==> config.mk <==
export PLATFORM = sky130hd
export DESIGN_NAME = death_anim_ctrl
export DESIGN_NICKNAME = d
export VERILOG_FILES = /design/src/rtl/death_anim_ctrl.sv
export SDC_FILE = /design/constraint.sdc
export NUM_CORES = 1
export LEC_CHECK = 0
export CAP_MARGIN = 10
export CORE_ASPECT_RATIO = 1.2
export CORE_UTILIZATION = 48
export DETAILED_ROUTE_END_ITERATION = 8
export PLACE_DENSITY = 0.87
export SLEW_MARGIN = 20
export SYNTH_ARGS = -nofsm -noshare
export SYNTH_HDL_FRONTEND = slang
export SYNTH_SLANG_ARGS = --single-unit
==> constraint.sdc <==
create_clock -name Clk -period 4.66 [get_ports Clk]
set_input_delay 0.932 -clock Clk [delete_from_list [all_inputs] [get_ports Clk]]
set_output_delay 0.932 -clock Clk [all_outputs]
set_load 0.005 [all_outputs]
==> src/rtl/death_anim_ctrl.sv <==
// ---------------------------------------------------------------------------
// death_anim_ctrl
//
// Sequences the player death animation over the death-sprite frame ROMs and
// produces the shared ROM read address for the pixel currently being drawn.
// Frames advance on vertical-refresh ticks: each frame is shown for
// HOLD_TICKS ticks, and after the last frame a one-cycle done pulse is
// produced. frame_sel and sprite_on are registered so that they line up with
// the ROMs' registered colour output, which appears one cycle after
// read_address.
//
// Ports:
//   Clk           pixel-rate clock
//   Reset         synchronous, active-high reset
//   start         one-cycle request to begin; only honoured in IDLE
//   frame_tick    one-cycle pulse per vertical refresh
//   pos_x, pos_y  sprite top-left corner, screen pixels
//   DrawX, DrawY  current pixel being drawn
//   read_address  address to all death frame ROMs (combinational)
//   frame_sel     frame index for the ROM output mux (registered)
//   sprite_on     ROM colour must be drawn this cycle (registered)
//   busy          high while the animation is playing
//   done          one-cycle pulse when the animation completes
//   fsm_state     current state (0 IDLE, 1 PLAY, 2 FIN) for observation
// ---------------------------------------------------------------------------
module death_anim_ctrl #(
    parameter int NUM_FRAMES = 5,
    parameter int HOLD_TICKS = 8,
    parameter int SPRITE_W   = 32,
    parameter int SPRITE_H   = 32
) (
    input  logic        Clk,
    input  logic        Reset,
    input  logic        start,
    input  logic        frame_tick,
    input  logic [9:0]  pos_x,
    input  logic [9:0]  pos_y,
    input  logic [9:0]  DrawX,
    input  logic [9:0]  DrawY,
    output logic [18:0] read_address,
    output logic [2:0]  frame_sel,
    output logic        sprite_on,
    output logic        busy,
    output logic        done,
    output logic [1:0]  fsm_state
);

    localparam int TICK_W = (HOLD_TICKS > 1) ? $clog2(HOLD_TICKS) : 1;
    localparam logic [TICK_W-1:0] TICK_LAST  = TICK_W'(HOLD_TICKS - 1);
    localparam logic [2:0]        FRAME_LAST = 3'(NUM_FRAMES - 1);

    typedef enum logic [1:0] {
        IDLE = 2'd0,
        PLAY = 2'd1,
        FIN  = 2'd2
    } state_t;

    state_t            state, state_next;
    logic [2:0]        frame, frame_next;
    logic [TICK_W-1:0] tick_cnt, tick_next;

    // -----------------------------------------------------------------------
    // Hit test and address generation. The sprite's far edges are computed
    // in 11 bits so a sprite near the right/bottom edge clips instead of
    // wrapping around and producing false hits near X/Y = 0.
    // -----------------------------------------------------------------------
    logic [10:0] x_end, y_end;
    logic [9:0]  dx, dy;
    logic        hit;

    assign x_end = {1'b0, pos_x} + 11'(SPRITE_W);
    assign y_end = {1'b0, pos_y} + 11'(SPRITE_H);
    assign dx    = DrawX - pos_x;
    assign dy    = DrawY - pos_y;

    assign hit = (DrawX >= pos_x) && ({1'b0, DrawX} < x_end) &&
                 (DrawY >= pos_y) && ({1'b0, DrawY} < y_end);

    always_comb begin
        read_address = '0;
        if (hit) begin
            read_address = 19'(dy) * 19'(SPRITE_W) + 19'(dx);
        end
    end

    // -----------------------------------------------------------------------
    // Animation FSM: next-state logic
    // -----------------------------------------------------------------------
    always_comb begin
        state_next = state;
        frame_next = frame;
        tick_next  = tick_cnt;
        case (state)
            IDLE: begin
                // A tick arriving together with start is not counted.
                if (start) begin
                    state_next = PLAY;
                    frame_next = '0;
                    tick_next  = '0;
                end
            end
            PLAY: begin
                if (frame_tick) begin
                    if (tick_cnt < TICK_LAST) begin
                        tick_next = tick_cnt + 1'b1;
                    end else if (frame < FRAME_LAST) begin
                        frame_next = frame + 3'd1;
                        tick_next  = '0;
                    end else begin
                        state_next = FIN;
                    end
                end
            end
            FIN: begin
                state_next = IDLE;
                frame_next = '0;
                tick_next  = '0;
            end
            default: begin
                state_next = IDLE;
                frame_next = '0;
                tick_next  = '0;
            end
        endcase
    end

    // -----------------------------------------------------------------------
    // State register and the output pipeline stage that matches ROM latency.
    // -----------------------------------------------------------------------
    always_ff @(posedge Clk) begin
        if (Reset) begin
            state     <= IDLE;
            frame     <= '0;
            tick_cnt  <= '0;
            frame_sel <= '0;
            sprite_on <= 1'b0;
        end else begin
            state     <= state_next;
            frame     <= frame_next;
            tick_cnt  <= tick_next;
            frame_sel <= frame;
            sprite_on <= hit && (state == PLAY);
        end
    end

    assign busy      = (state == PLAY);
    assign done      = (state == FIN);
    assign fsm_state = state;

endmodule

==> metrics.md, run 1 <==
| Metric | Value |
|---|---|
| Hold WC Path Type | `reg -> reg` |
| Fillers | `162` |
| Fraction of layout instances using a drive strength above 1 | `0.353` |
| CTS tree | `built` |
| CP cell instances | `buf_6, inv_4, ha_4, fa_2, nor2b_4, o21ai_4, nand2b_1, a21o_1, a21oi_2, xnor2_2, fa_2, a21o_1, a21oi_2, nor2b_4, o211ai_1, xor2_1, nor2_1, buf_2` |
| Syn avg cell area | `7.44 sq um` |
| Clock transition at the registers of the reported paths | `50 ps` |
| Status | `finished, violations left` |
| MaxCap Viol Count | `0` |
| Post-synth top flop | `dfxtp_1` |
| Starting Density | `0.511` |
| Minimum clock period | `4930 ps` |
| Slowest-stage cell, CP | `fa_2` |
| WL per Instance | `21.7 um` |
| Synth area leader | `ha_1` |
| Sink Count | `12` |
| Worst skew pair latency | `250 ps` |
| CP bufs+invs | `3` |
| CP Launch Type | `input port` |
| Buffers added on ports | `67` |
| Commonest non-fill, non-tap cells in the layout | `buf_4 (81), clkdlybuf4s50_1 (38), nor2_1 (34)` |
| CP endpoint kind | `primary output` |
| Critical path's largest stage delay | `410 ps` |
| Unrepaired setup endpoints after global routing | `yes` |
| Reg2Reg Depth | `7` |
| NumNets Final | `535` |
| Residual DRC | `0` |
| Clock Skew | `1.76 ps` |
| Chip height | `76.3 um` |
| DR WL met3 | `856 um` |
| Final WS setup | `-266 ps` |
| CTS Root Cell | `clkbuf_8` |
| Synth Instances | `297` |
| Post-synthesis sequential area ratio | `0.109` |
| Routed Antenna Nets | `0` |
| Inserted Clock Buffers | `3` |
| DIE AREA | `4880 sq um` |
| Commonest non-fill, non-tap cell in the layout | `buf_4` |
| Ranking of synthesized cells by area | `ha_1 (22%), dfxtp_1 (11%), xnor2_1 (7.1%)` |
| Worst VDD drop | `0.147 mV` |
| Levels on crit path | `18` |
| Gr ovfl total | `0` |
| Final number of hold-violating endpoints | `0` |
| Worst r2r src | `fsm_state[0]` |
| CP Max Fanout | `3` |
| CP Class | `in -> out` |
| Syn. warnings | `0` |
| Cell Pwr Density | `239 nW/um^2` |
| Vias | `3250` |
| Lkg Pwr | `2.00 nW` |
| Post-DP HPWL | `5.23 mm` |
| Row count | `26` |
| Design area | `3970 sq um` |
| Max-slew headroom | `0.498` |
| DRT Pass-1 Iters | `5` |
| Final period utilization | `1.06` |
| Max Root-Sink Buffers | `2` |
| Hold Path Depth | `1` |
| Cell Area, Placed | `3410 sq um` |
| Antenna violations before repair | `0` |
| Die Wd | `63.9 um` |
| Delay-heaviest family, CP | `compound AO/OA/AOI/OAI gates` |
| Vias per cell | `6.45` |
| Area grow syn2layout | `79.7%` |
| Synth unique cells | `52` |
| Core ar. | `4330 sq um` |
| Vias in the first global route | `2970` |
| Failing checks | `negative setup slack` |
| WL met2 | `5.37 mm` |
| Post-Syn Area | `2210 sq um` |
| FF+latch count, synth | `12` |
| First-pass GRT wire length | `13.2 mm` |
| Met1 WL | `3.59 mm` |
| Largest net degree at the start of global routing | `13` |
| Final wirelength | `10.9 mm` |
| Placer congestion estimate | `0.889` |
| Slew Viols, Final | `0` |
| Measured slew at the worst slew-check pin | `749 ps` |
| Post-layout util | `0.918` |
| Hold path start | `frame[0]` |
| Max Fclk | `0.203 GHz` |
| Worst path arrival time | `3990 ps` |
| Total track usage | `0.340` |
| WP data required | `3730 ps` |
| DRT iter0 DRCs | `459` |
| Setup violations, final | `7` |
| H-tree Lvls | `1` |
| ANT cells | `0` |
| FFs w/ async S/R, synth | `0` |
| Number of synthesized flops with an enable pin | `0` |
| Area share of the largest cell type after synthesis | `0.221` |
| Top layer in use | `met4` |
| Worst setup path start | `DrawX[0]` |
| # IOs | `71` |
==> layout make-up <==
type	count	area, sq um	share of cell area
clock buffer	4	55.1	0.0139
inverter	37	144	0.0362
multi-input combinational	242	2120	0.535
sequential	12	240	0.0605
tap	56	70.1	0.0176
timing repair buffer	153	1340	0.337
==> flip-flops by register name, summed over array words and instances, names as in the netlist <==
register,flops
tick_cnt,3
frame_sel,3
fsm_state,2
sprite_on,1
frame,3
==> path summary, 6_finish.rpt <==
check | end | slack [ps]
min | frame_sel[0] | 530
max reg2reg | frame[0] | 2360
max | read_address[13] | -270
min reg2reg | frame_sel[0] | 530
==> Yosys cell counts (all sizes together) (4+ instances only) <==
library cell,instances
dfxtp,12
nand3,6
a21o,8
nor4,5
nand2b,6
inv,37
buf,5
nor2,37
ha,39
nand4,4
xnor2,18
xor2,5
a21oi,22
nor2b,11
nor3,11
o21ai,10
nand2,12
==> layer usage <==
layer,track usage,up-vias
met5,0,-
met4,0.234,0
met3,0.0389,116
met2,0.646,281
met1,0.331,1503
li1,-,1350
==> repair_timing <==
item / 4_1_cts / 5_1_grt
hold buffers: 0 / 0
setup buffers: 15 / 6
setup endpoints to repair: 16 / 16
pin swaps: 39 / 43
hold endpoints to repair: 0 / 0
resized for setup: 78 / 66
==> cell families after synthesis <==
logic type,count (synthesis),synth area share
AND/OR/NAND/NOR,103,0.243
AO/OA/AOI/OAI,71,0.221
buffers and inverters,45,0.0855
adder cells (fa/ha/maj),42,0.248
XOR/XNOR,23,0.0912
flip-flops,12,0.109
other,1,0.00170
==> report_power, final <==
part	internal (W)	leakage, nW	total, W	switching, W
clock network	0.0000749	0.0288	0.000118	0.0000428
registers	0.000111	0.0976	0.000122	0.0000112
logic	0.000355	1.88	0.000708	0.000353
total	0.000541	2.00	0.000947	0.000407
==> stage by stage <==
| step | hold WS [ps] | worst slack [ps] | TNS [ps] | instances | total power, W |
|---|---|---|---|---|---|
| floorplan | 458 | 191 | 0 | 299 | 0.000390 |
| global placement | 470 | -820 | -6810 | 479 | 0.000585 |
| detailed placement | 499 | -949 | -7910 | 479 | 0.000602 |
| CTS | 507 | -2.53 | -2.53 | 498 | 0.000798 |
| global route | 534 | -349 | -1540 | 504 | 0.000989 |
| finish | 525 | -266 | -961 | 504 | 0.000947 |
Power figures use the tool's default switching activity.
==> run 2: changes to the inputs <==
--- a/config.mk
+++ b/config.mk
@@ -9,7 +9,8 @@
 export CORE_ASPECT_RATIO = 1.2
 export CORE_UTILIZATION = 48
 export DETAILED_ROUTE_END_ITERATION = 8
-export PLACE_DENSITY = 0.87
+export PLACE_DENSITY = 0.83
+export REMOVE_ABC_BUFFERS = 1
 export SLEW_MARGIN = 20
 export SYNTH_ARGS = -nofsm -noshare
 export SYNTH_HDL_FRONTEND = slang
==> constraint.sdc (replaced) <==
create_clock -name Clk -period 4.66 [get_ports Clk]
set_input_delay 0.932 -clock Clk [delete_from_list [all_inputs] [get_ports Clk]]
set_output_delay 0.932 -clock Clk [all_outputs]
set_load 0.05 [all_outputs]
==> run 2 against run 1 <==
  * The flow still finishes with violations (negative setup slack)
  * Register-to-register slack got worse by 120 ps
  * Total power grew 2.2%
  * Via count is 12% lower
  * Core utilization decreased by 2.9 points
  * Die area is the same
  * Sequential power hardly changed
==> metrics.md, run 2 (synthesis results as in run 1) <==
| Metric | Value |
|---|---|
| DRT iter0 DRCs | `229 (was 459)` |
| Die Wd | `63.9 um (unchanged)` |
| Setup violations, final | `5 (was 7)` |
| Residual DRC | `0 (unchanged)` |
| First-pass GRT wire length | `14.1 mm (was 13.2 mm)` |
| Worst path arrival time | `3920 ps (was 3990 ps)` |
| Regs by FF count | `frame x3, frame_sel x3, tick_cnt x3 (unchanged)` |
| Final hold slack | `526 ps (was 525 ps)` |
| Buffers added on ports | `67 (unchanged)` |
| Worst VDD drop | `0.133 mV (was 0.147 mV)` |
| Sink Count | `12 (unchanged)` |
| Unrepaired setup endpoints after global routing | `yes (unchanged)` |
| CP endpoint kind | `primary output (unchanged)` |
| Minimum clock period | `4850 ps (was 4930 ps)` |
| Final wirelength | `9.58 mm (was 10.9 mm)` |
| Commonest non-fill, non-tap cells in the layout | `buf_4 (51), clkdlybuf4s50_1 (39), inv_1 (30) (was buf_4 (81), clkdlybuf4s50_1 (38), nor2_1 (34))` |
| Inserted Clock Buffers | `3 (unchanged)` |
| CP Max Fanout | `3 (unchanged)` |
| Fraction of layout instances using a drive strength above 1 | `0.328 (was 0.353)` |
| NumNets Final | `502 (was 535)` |
| Max-slew headroom | `0.479 (was 0.498)` |
| Slew Viols, Final | `0 (unchanged)` |
| Status | `finished, violations left (unchanged)` |
| Max Fclk | `0.206 GHz (was 0.203 GHz)` |
| Lkg Pwr | `1.73 nW (was 2.00 nW)` |
| ANT cells | `0 (unchanged)` |
| Clock Skew | `4.07 ps (was 1.76 ps)` |
| Max Root-Sink Buffers | `2 (unchanged)` |
| Vias per cell | `6.08 (was 6.45)` |
| Vias | `2863 (was 3250)` |
| Hold WC Path Type | `reg -> reg (unchanged)` |
| Starting Density | `0.511 (unchanged)` |
| Gr ovfl total | `0 (unchanged)` |
| Area grow syn2layout | `74.0% (was 79.7%)` |
| CP Class | `in -> out (unchanged)` |
| Placer congestion estimate | `0.891 (was 0.889)` |
| CP Launch Type | `input port (unchanged)` |
| Final period utilization | `1.04 (was 1.06)` |
| Antenna violations before repair | `0 (unchanged)` |
| Measured slew at the worst slew-check pin | `777 ps (was 749 ps)` |
| DIE AREA | `4880 sq um (unchanged)` |
| Chip height | `76.3 um (unchanged)` |
| Clock transition at the registers of the reported paths | `60 ps (was 50 ps)` |
| Row count | `26 (unchanged)` |
| MaxCap Viol Count | `0 (unchanged)` |
| CTS Root Cell | `clkbuf_8 (unchanged)` |
| Vias in the first global route | `2920 (was 2970)` |
| Cell Pwr Density | `252 nW/um^2 (was 239 nW/um^2)` |
| Core ar. | `4330 sq um (unchanged)` |
| H-tree Lvls | `1 (unchanged)` |
| CTS tree | `built (unchanged)` |
| Setup TNS | `-486 ps (was -961 ps)` |
| Final WS setup | `-192 ps (was -266 ps)` |
| Final number of hold-violating endpoints | `0 (unchanged)` |
| Commonest non-fill, non-tap cell in the layout | `buf_4 (unchanged)` |
| Failing checks | `negative setup slack (unchanged)` |
| Worst skew pair latency | `250 ps (about the same)` |
| Total track usage | `0.370 (was 0.340)` |
| Hold buffers post-CTS | `0 (unchanged)` |
| Routed Antenna Nets | `0 (unchanged)` |
| DRT Pass-1 Iters | `6 (was 5)` |
| Largest net degree at the start of global routing | `13 (unchanged)` |
| WL per Instance | `20.3 um (was 21.7 um)` |
| Post-DP HPWL | `5.13 mm (was 5.23 mm)` |
| WP data required | `3730 ps (about the same)` |
| # IOs | `71 (unchanged)` |
run 2: cell types whose count changed in the layout (fill, tap and decap cells not counted), sizes merged:
cell / before / now
clkdlybuf4s50: 38 / 39
dlymetal6s2s: 12 / 1
clkdlybuf4s15: 2 / 3
buf: 96 / 73
clkbuf: 6 / 5
run 2: worst max-delay path, cell delays in order:
cell and delay [ps]:
clkdlybuf4s50_1 480, inv_1 50, ha_2 180, fa_2 600, inv_2 110, fa_2 390
a21o_1 220, a21oi_2 200, nor2b_2 80, o211ai_1 220, xor2_1 220, nor2_2 80
buf_12 150
run 2: per-stage QoR:
step                cell area, sq um  total power [W]  setup slack (ps)  cells   util
floorplan                       2170         0.000430              -452    291      -
global placement                3350         0.000622              -561    452  0.775
detailed placement              3350         0.000640              -665    452  0.775
CTS                             3700         0.000829             -16.5    468  0.856
global route                    3840          0.00102              -294    471  0.888
finish                          3840         0.000968              -192    471  0.888
run 2: layout make-up:
type	instances	area (sq um)
Clock buffer	4	55.1
Fill cell	174	483
Sequential cell	12	240
Tap cell	56	70.1
Multi-Input combinational cell	242	2100
Inverter	37	144
Timing Repair Buffer	120	1240
run 2: timing repair:
action                                  CTS  global route
pin swaps                                30            28
gates cloned                              0             0
endpoints found under the setup margin   11            16
setup buffers                            12             6
gates resized for setup                  74            33
run 2: worst paths after layout:
path	slack, ps	endpoint	from	cells after the start
setup / recovery	-190	read_address[13]	DrawY[0]	13
hold / removal	530	frame_sel[1]	frame[1]	1
setup reg to reg	2240	frame[0]	fsm_state[0]	7
hold reg to reg	530	frame_sel[1]	frame[1]	1
run 2: power by group:
group	switching (W)	total (W)	internal (W)
combinational	0.000390	0.000726	0.000336
clock	0.0000455	0.000120	0.0000749
sequential	0.0000111	0.000122	0.000110
run 2: per-layer routing:
layer	vias to the layer above	track usage	part of all wire
met3	83	0.0749	0.077
met1	1297	0.374	0.35
li1	1279	-	-
met5	-	0	0
met2	204	0.674	0.49
met4	0	0.234	0.084
